<file path="src/rtl/mips_pkg.sv">
// Shared Mini MIPS definitions: sequencer state encoding, jump-class opcodes
// and the instruction-type classification used by the core.
package mips_pkg;

    typedef enum logic [2:0] {
        ST_IDLE   = 3'd0,
        ST_FETCH  = 3'd1,
        ST_DECODE = 3'd2,
        ST_EXEC   = 3'd3,
        ST_UPDATE = 3'd4,
        ST_FAULT  = 3'd5
    } seq_state_e;

    localparam logic [5:0] OP_JR  = 6'd1;
    localparam logic [5:0] OP_J   = 6'd2;
    localparam logic [5:0] OP_JAL = 6'd3;

    typedef enum logic [1:0] {
        ITYPE_R    = 2'd0,
        ITYPE_I    = 2'd1,
        ITYPE_JUMP = 2'd2
    } instr_type_e;

    function automatic instr_type_e instr_type(input logic [5:0] opcode);
        instr_type_e t;
        case (opcode)
            6'd0:        t = ITYPE_R;
            OP_J, OP_JAL: t = ITYPE_JUMP;
            default:     t = ITYPE_I;
        endcase
        return t;
    endfunction

endpackage

</file>
<file path="src/rtl/fetch_timeout_ctr.sv">
// 8-bit FETCH wait counter; terminal flags the last permitted no-ack cycle.
module fetch_timeout_ctr #(
    parameter int unsigned LIMIT = 16
) (
    input  logic clk,
    input  logic rst_n,
    input  logic clr,
    input  logic en,
    output logic terminal
);

    localparam logic [7:0] LAST = 8'(LIMIT - 1);

    logic [7:0] cnt_r;

    // Wait-cycle count, saturating at the terminal value.
    always_ff @(posedge clk or negedge rst_n) begin
        if (!rst_n) begin
            cnt_r <= 8'd0;
        end else if (clr) begin
            cnt_r <= 8'd0;
        end else if (en && (cnt_r != LAST)) begin
            cnt_r <= cnt_r + 8'd1;
        end else begin
            cnt_r <= cnt_r;
        end
    end

    assign terminal = (cnt_r == LAST);

endmodule

</file>
<file path="src/rtl/fetch_sequencer.sv">
// Multicycle fetch/decode/exec/update sequencer owning the architectural PC.
// Strobes are decoded from the state register only.
module fetch_sequencer
    import mips_pkg::*;
#(
    parameter logic [31:0] RESET_PC     = 32'd0,
    parameter int unsigned IMEM_TIMEOUT = 16
) (
    input  logic        clk,
    input  logic        rst_n,
    input  logic        start,
    input  logic        halt_req,
    output logic        imem_req,
    output logic [31:0] imem_addr,
    input  logic        imem_ack,
    input  logic [31:0] imem_rdata,
    output logic [31:0] ir,
    output logic        ir_valid,
    input  logic        exec_done,
    input  logic [31:0] next_pc,
    output logic [31:0] pc,
    output logic        pc_commit,
    output logic        running,
    output logic        fault,
    output logic [31:0] retired
);

    seq_state_e  state_r;
    logic [31:0] pc_r;
    logic [31:0] ir_r;
    logic [31:0] retired_r;
    logic        fault_r;
    logic        halt_pend_r;
    logic        timeout_s;
    logic        active_s;

    assign active_s = (state_r != ST_IDLE) && (state_r != ST_FAULT);

    // Counter is only meaningful inside FETCH, so any other state holds it clear.
    fetch_timeout_ctr #(
        .LIMIT(IMEM_TIMEOUT)
    ) u_timeout (
        .clk     (clk),
        .rst_n   (rst_n),
        .clr     (state_r != ST_FETCH),
        .en      ((state_r == ST_FETCH) && !imem_ack),
        .terminal(timeout_s)
    );

    // Main sequencing FSM with PC, IR, retire count and fault flag.
    always_ff @(posedge clk or negedge rst_n) begin
        if (!rst_n) begin
            state_r   <= ST_IDLE;
            pc_r      <= RESET_PC;
            ir_r      <= 32'd0;
            retired_r <= 32'd0;
            fault_r   <= 1'b0;
        end else begin
            case (state_r)
                ST_IDLE: begin
                    if (start) begin
                        state_r <= ST_FETCH;
                    end
                end
                ST_FETCH: begin
                    if (imem_ack) begin
                        ir_r    <= imem_rdata;
                        state_r <= ST_DECODE;
                    end else if (timeout_s) begin
                        fault_r <= 1'b1;
                        state_r <= ST_FAULT;
                    end
                end
                ST_DECODE: begin
                    state_r <= ST_EXEC;
                end
                ST_EXEC: begin
                    if (exec_done) begin
                        state_r <= ST_UPDATE;
                    end
                end
                ST_UPDATE: begin
                    pc_r      <= next_pc;
                    retired_r <= retired_r + 32'd1;
                    state_r   <= (halt_pend_r || halt_req) ? ST_IDLE : ST_FETCH;
                end
                ST_FAULT: begin
                    state_r <= ST_FAULT;
                end
                default: begin
                    state_r <= ST_IDLE;
                end
            endcase
        end
    end

    // Halt request latch; an UPDATE consumes it together with any same-cycle request.
    always_ff @(posedge clk or negedge rst_n) begin
        if (!rst_n) begin
            halt_pend_r <= 1'b0;
        end else if (state_r == ST_UPDATE) begin
            halt_pend_r <= 1'b0;
        end else if (active_s && halt_req) begin
            halt_pend_r <= 1'b1;
        end else begin
            halt_pend_r <= halt_pend_r;
        end
    end

    assign imem_req  = (state_r == ST_FETCH);
    assign imem_addr = pc_r;
    assign ir        = ir_r;
    assign ir_valid  = (state_r == ST_DECODE);
    assign pc        = pc_r;
    assign pc_commit = (state_r == ST_UPDATE);
    assign running   = active_s;
    assign fault     = fault_r;
    assign retired   = retired_r;

endmodule

</file>
<file path="config.mk">
export PLATFORM = sky130hd
export DESIGN_NAME = fetch_sequencer
export DESIGN_NICKNAME = d
export VERILOG_FILES = /design/src/rtl/mips_pkg.sv /design/src/rtl/fetch_timeout_ctr.sv /design/src/rtl/fetch_sequencer.sv
export SDC_FILE = /design/constraint.sdc
export NUM_CORES = 1
export LEC_CHECK = 0
export ABC_AREA = 1
export CAP_MARGIN = 0
export CORE_MARGIN = 4
export CORE_UTILIZATION = 49
export CTS_BUF_LIST = sky130_fd_sc_hd__clkbuf_4 sky130_fd_sc_hd__clkbuf_8
export DETAILED_ROUTE_END_ITERATION = 10
export PLACE_DENSITY = 0.89
export SYNTH_ARGS = -nofsm -noshare
export SYNTH_HDL_FRONTEND = slang
export SYNTH_SLANG_ARGS = --single-unit
</file>
<file path="constraint.sdc">
create_clock -name clk -period 3.9 [get_ports clk]
set_input_delay 0.975 -clock clk [delete_from_list [all_inputs] [get_ports clk]]
set_output_delay 0.975 -clock clk [all_outputs]
set_load 0.02 [all_outputs]
</file>
==> impl_metrics.tcl <==
set metrics [dict create \
    leakage_nw 3.40 \
    reg2reg_slack_ns 1.68 \
    grt-ovfl-total 0 \
    ys_seq_elements 109 \
    cts_tree "built" \
    cts_resized 0 \
    rows 37 \
    status "finished clean" \
    cts_max_path_buffers 2 \
    drt_pass1_iterations 5 \
    hold_violations 0 \
    fp.dieH_um 111 \
    synth_cells 557 \
    die_width_um 111 \
    synth_top_cells_by_count "nand2_1 (182), dfrtp_1 (109), nor2_1 (51)" \
    dieArea_um2 12300 \
    wl_per_cell_um 15.9 \
    place_ws_ns 1.13 \
    endpoint "pc_commit" \
    hpwl_um 10600 \
    grt_pass1_wl_um 23000 \
    syn_area_um2 5180 \
    hp-class "reg2reg" \
    syn_nets 629 \
    post-cts-setup-buffers 0 \
    synth_area_leaders "dfrtp_1 (53%), nand2_1 (13%), mux2_4 (8.4%), buf_4 (4.6%), nor2_1 (3.7%)" \
    period_needed_ns 3.14 \
    setup_slack_ns 0.759 \
    ys_types 27 \
    layoutNonFillerInstCount 870 \
    criticalPathCategory "reg2out" \
    yosysTopAreaCell "dfrtp_1" \
    ir_drop_uv 418 \
    route.detailed.drc 0 \
    final_util_pct 70.6 \
    finalPower_mw 5.24 \
    ant_nets 0 \
    yosys.area.top_type_share_pct 52.6 \
    grt_pass1_vias 4451 \
    rr_worst_depth 10 \
    fmax_ghz 0.318 \
    r2r_end "retired[27]$_DFFE_PN0P_" \
    tightest_slew_ns 0.672 \
    numClockSinks 109 \
    antenna_found_initial 0 \
    vias_per_cell 5.05 \
    synth_most_common_cell "nand2_1" \
    totalWireLength_um 13800 \
    maxSlewHeadroom_pct 55.2 \
    first_iter_violations 396 \
    p_per_area_nw_per_um2 720 \
    path_clk_slew_ns 0.10 \
    clock_latency_ns 0.36 \
    nets 801 \
    drive_above_1_share_pct 8.04 \
    synth-main-ff-cell "dfrtp_1" \
    worstReg2RegStart "state_r[1]$_DFFE_PN0P_" \
    cp-start-kind "register" \
    maxCapViolations 0 \
    yosys_warnings 0 \
    cts_inserted_buffers 9 \
    postSynthAreaPerCell_um2 9.31 \
    final-max-slew-violation-count 0 \
    setup_tns_ns 0 \
    synth_seq_area_share_pct 52.6 \
    port_buffers 202 \
    critical_path.max_fanout 42 \
    rsz0062_at_grt "false" \
    finalSetupViolations 0 \
    cts-root-buf "clkbuf_8" \
    cp-end-kind "output port" \
    core-area_um2 10300 \
    cts-htree-levels 3 \
    grt_start_max_net_pins 59 \
    min_period_over_period_pct 80.5 \
    synth-edff-count 0 \
    finalClockSkew_ns 0.0106 \
    ys_async_sr_fraction_pct 100 \
    arrival_ns 2.17 \
    cts_hold_buffers 0 \
    initial_utilization_pct 50.2 \
    cp-startpoint "state_r[1]$_DFFE_PN0P_" \
    gp_congestion 0.870 \
    num_io_pins 203 \
    fillers 763 \
    gr-usage-all-layers_pct 22.6 \
    critical_path_required_ns 2.92 \
    diodes 0 \
    syn_to_final_growth_pct 40.5 \
    num_vias 4396 \
    placed_cells 854 \
]
metal layers:
metal	track usage (%)	part of all wire (%)	wire length, µm	vias to the layer above
met2	40.3	52	7220	179
met4	5.91	1.4	191	0
li1	-	-	-	2069
met3	4.69	6.4	889	16
met5	0	0	0	-
met1	27.9	40	5520	2132
flip-flops by register name (all words and copies together), names as in the netlist:
| register | count |
|---|---|
| imem_addr | 32 |
| ir | 32 |
| retired | 32 |
| halt_pend_r | 1 |
| fault | 1 |
| u_timeout.cnt_r | 8 |
| state_r | 3 |
cell type report:
type                       count  area (µm²)  area share [%]
clock buffer                  10         138            1.89
sequential                   109        2730            37.4
inverter                      44         165            2.27
multi-input combinational    360        1980            27.1
clock inverter                 6        52.6           0.721
tap                          136         170            2.34
timing repair buffer         205        2050            28.2
how the worst min path moves through the flow:
stage	from	end	slack (ns)	cells after the start
final	fault$_DFFE_PN0P_	fault$_DFFE_PN0P_	0.47	1
after global routing	fault$_DFFE_PN0P_	fault$_DFFE_PN0P_	0.51	1
after CTS	fault$_DFFE_PN0P_	fault$_DFFE_PN0P_	0.48	1
after detailed placement	fault$_DFFE_PN0P_	fault$_DFFE_PN0P_	0.45	1
after global placement	fault$_DFFE_PN0P_	fault$_DFFE_PN0P_	0.45	1
after floorplan	u_timeout.cnt_r[0]$_DFFE_PN0P_	u_timeout.cnt_r[0]$_DFFE_PN0P_	0.47	1
cell families after synthesis:
family	share of synthesized area, %
AO/OA/AOI/OAI	0.869
XOR/XNOR	4.22
adder cells (fa/ha/maj)	0.483
buffers and inverters	9.27
flip-flops	52.6
multiplexers	9.05
AND/OR/NAND/NOR	23.5
layout by cell type, fill, tap and decap left out, drive strengths merged:
cell | synthesis | layout
clkbuf | 3 | 10
nor3 | 8 | 8
clkdlybuf4s50 | 0 | 201
ha | 2 | 2
nand2 | 184 | 184
buf | 41 | 4
mux2 | 32 | 32
a21oi | 2 | 2
nor2 | 53 | 53
clkinv | 1 | 3
dfrtp | 109 | 109
a21o | 1 | 1
xnor2 | 11 | 11
nand3b | 1 | 1
o21ai | 3 | 3
nand3 | 31 | 31
o22ai | 2 | 2
inv | 43 | 47
xor2 | 14 | 14
or2 | 2 | 2
nand4 | 14 | 14
critical path: stages (launching register included):
cell and delay (ns):
dfrtp_1 0.48, nor2_1 0.11, nand2_1 0.07, buf_4 0.38
clkinv_1 0.17, clkdlybuf4s50_1 0.58
power breakdown:
part           internal (mW)  switching (mW)
logic                   1.37            1.38
registers               1.51           0.312
clock network          0.262           0.406
through the flow:
step / instance area [µm²] / hold slack [ns]
finish: 7280 / 0.473
global route: 7280 / 0.515
CTS: 7280 / 0.478
detailed placement: 7090 / 0.452
global placement: 7090 / 0.448
floorplan: 5180 / 0.471
Note: power is estimated with default switching activity, not from simulation.
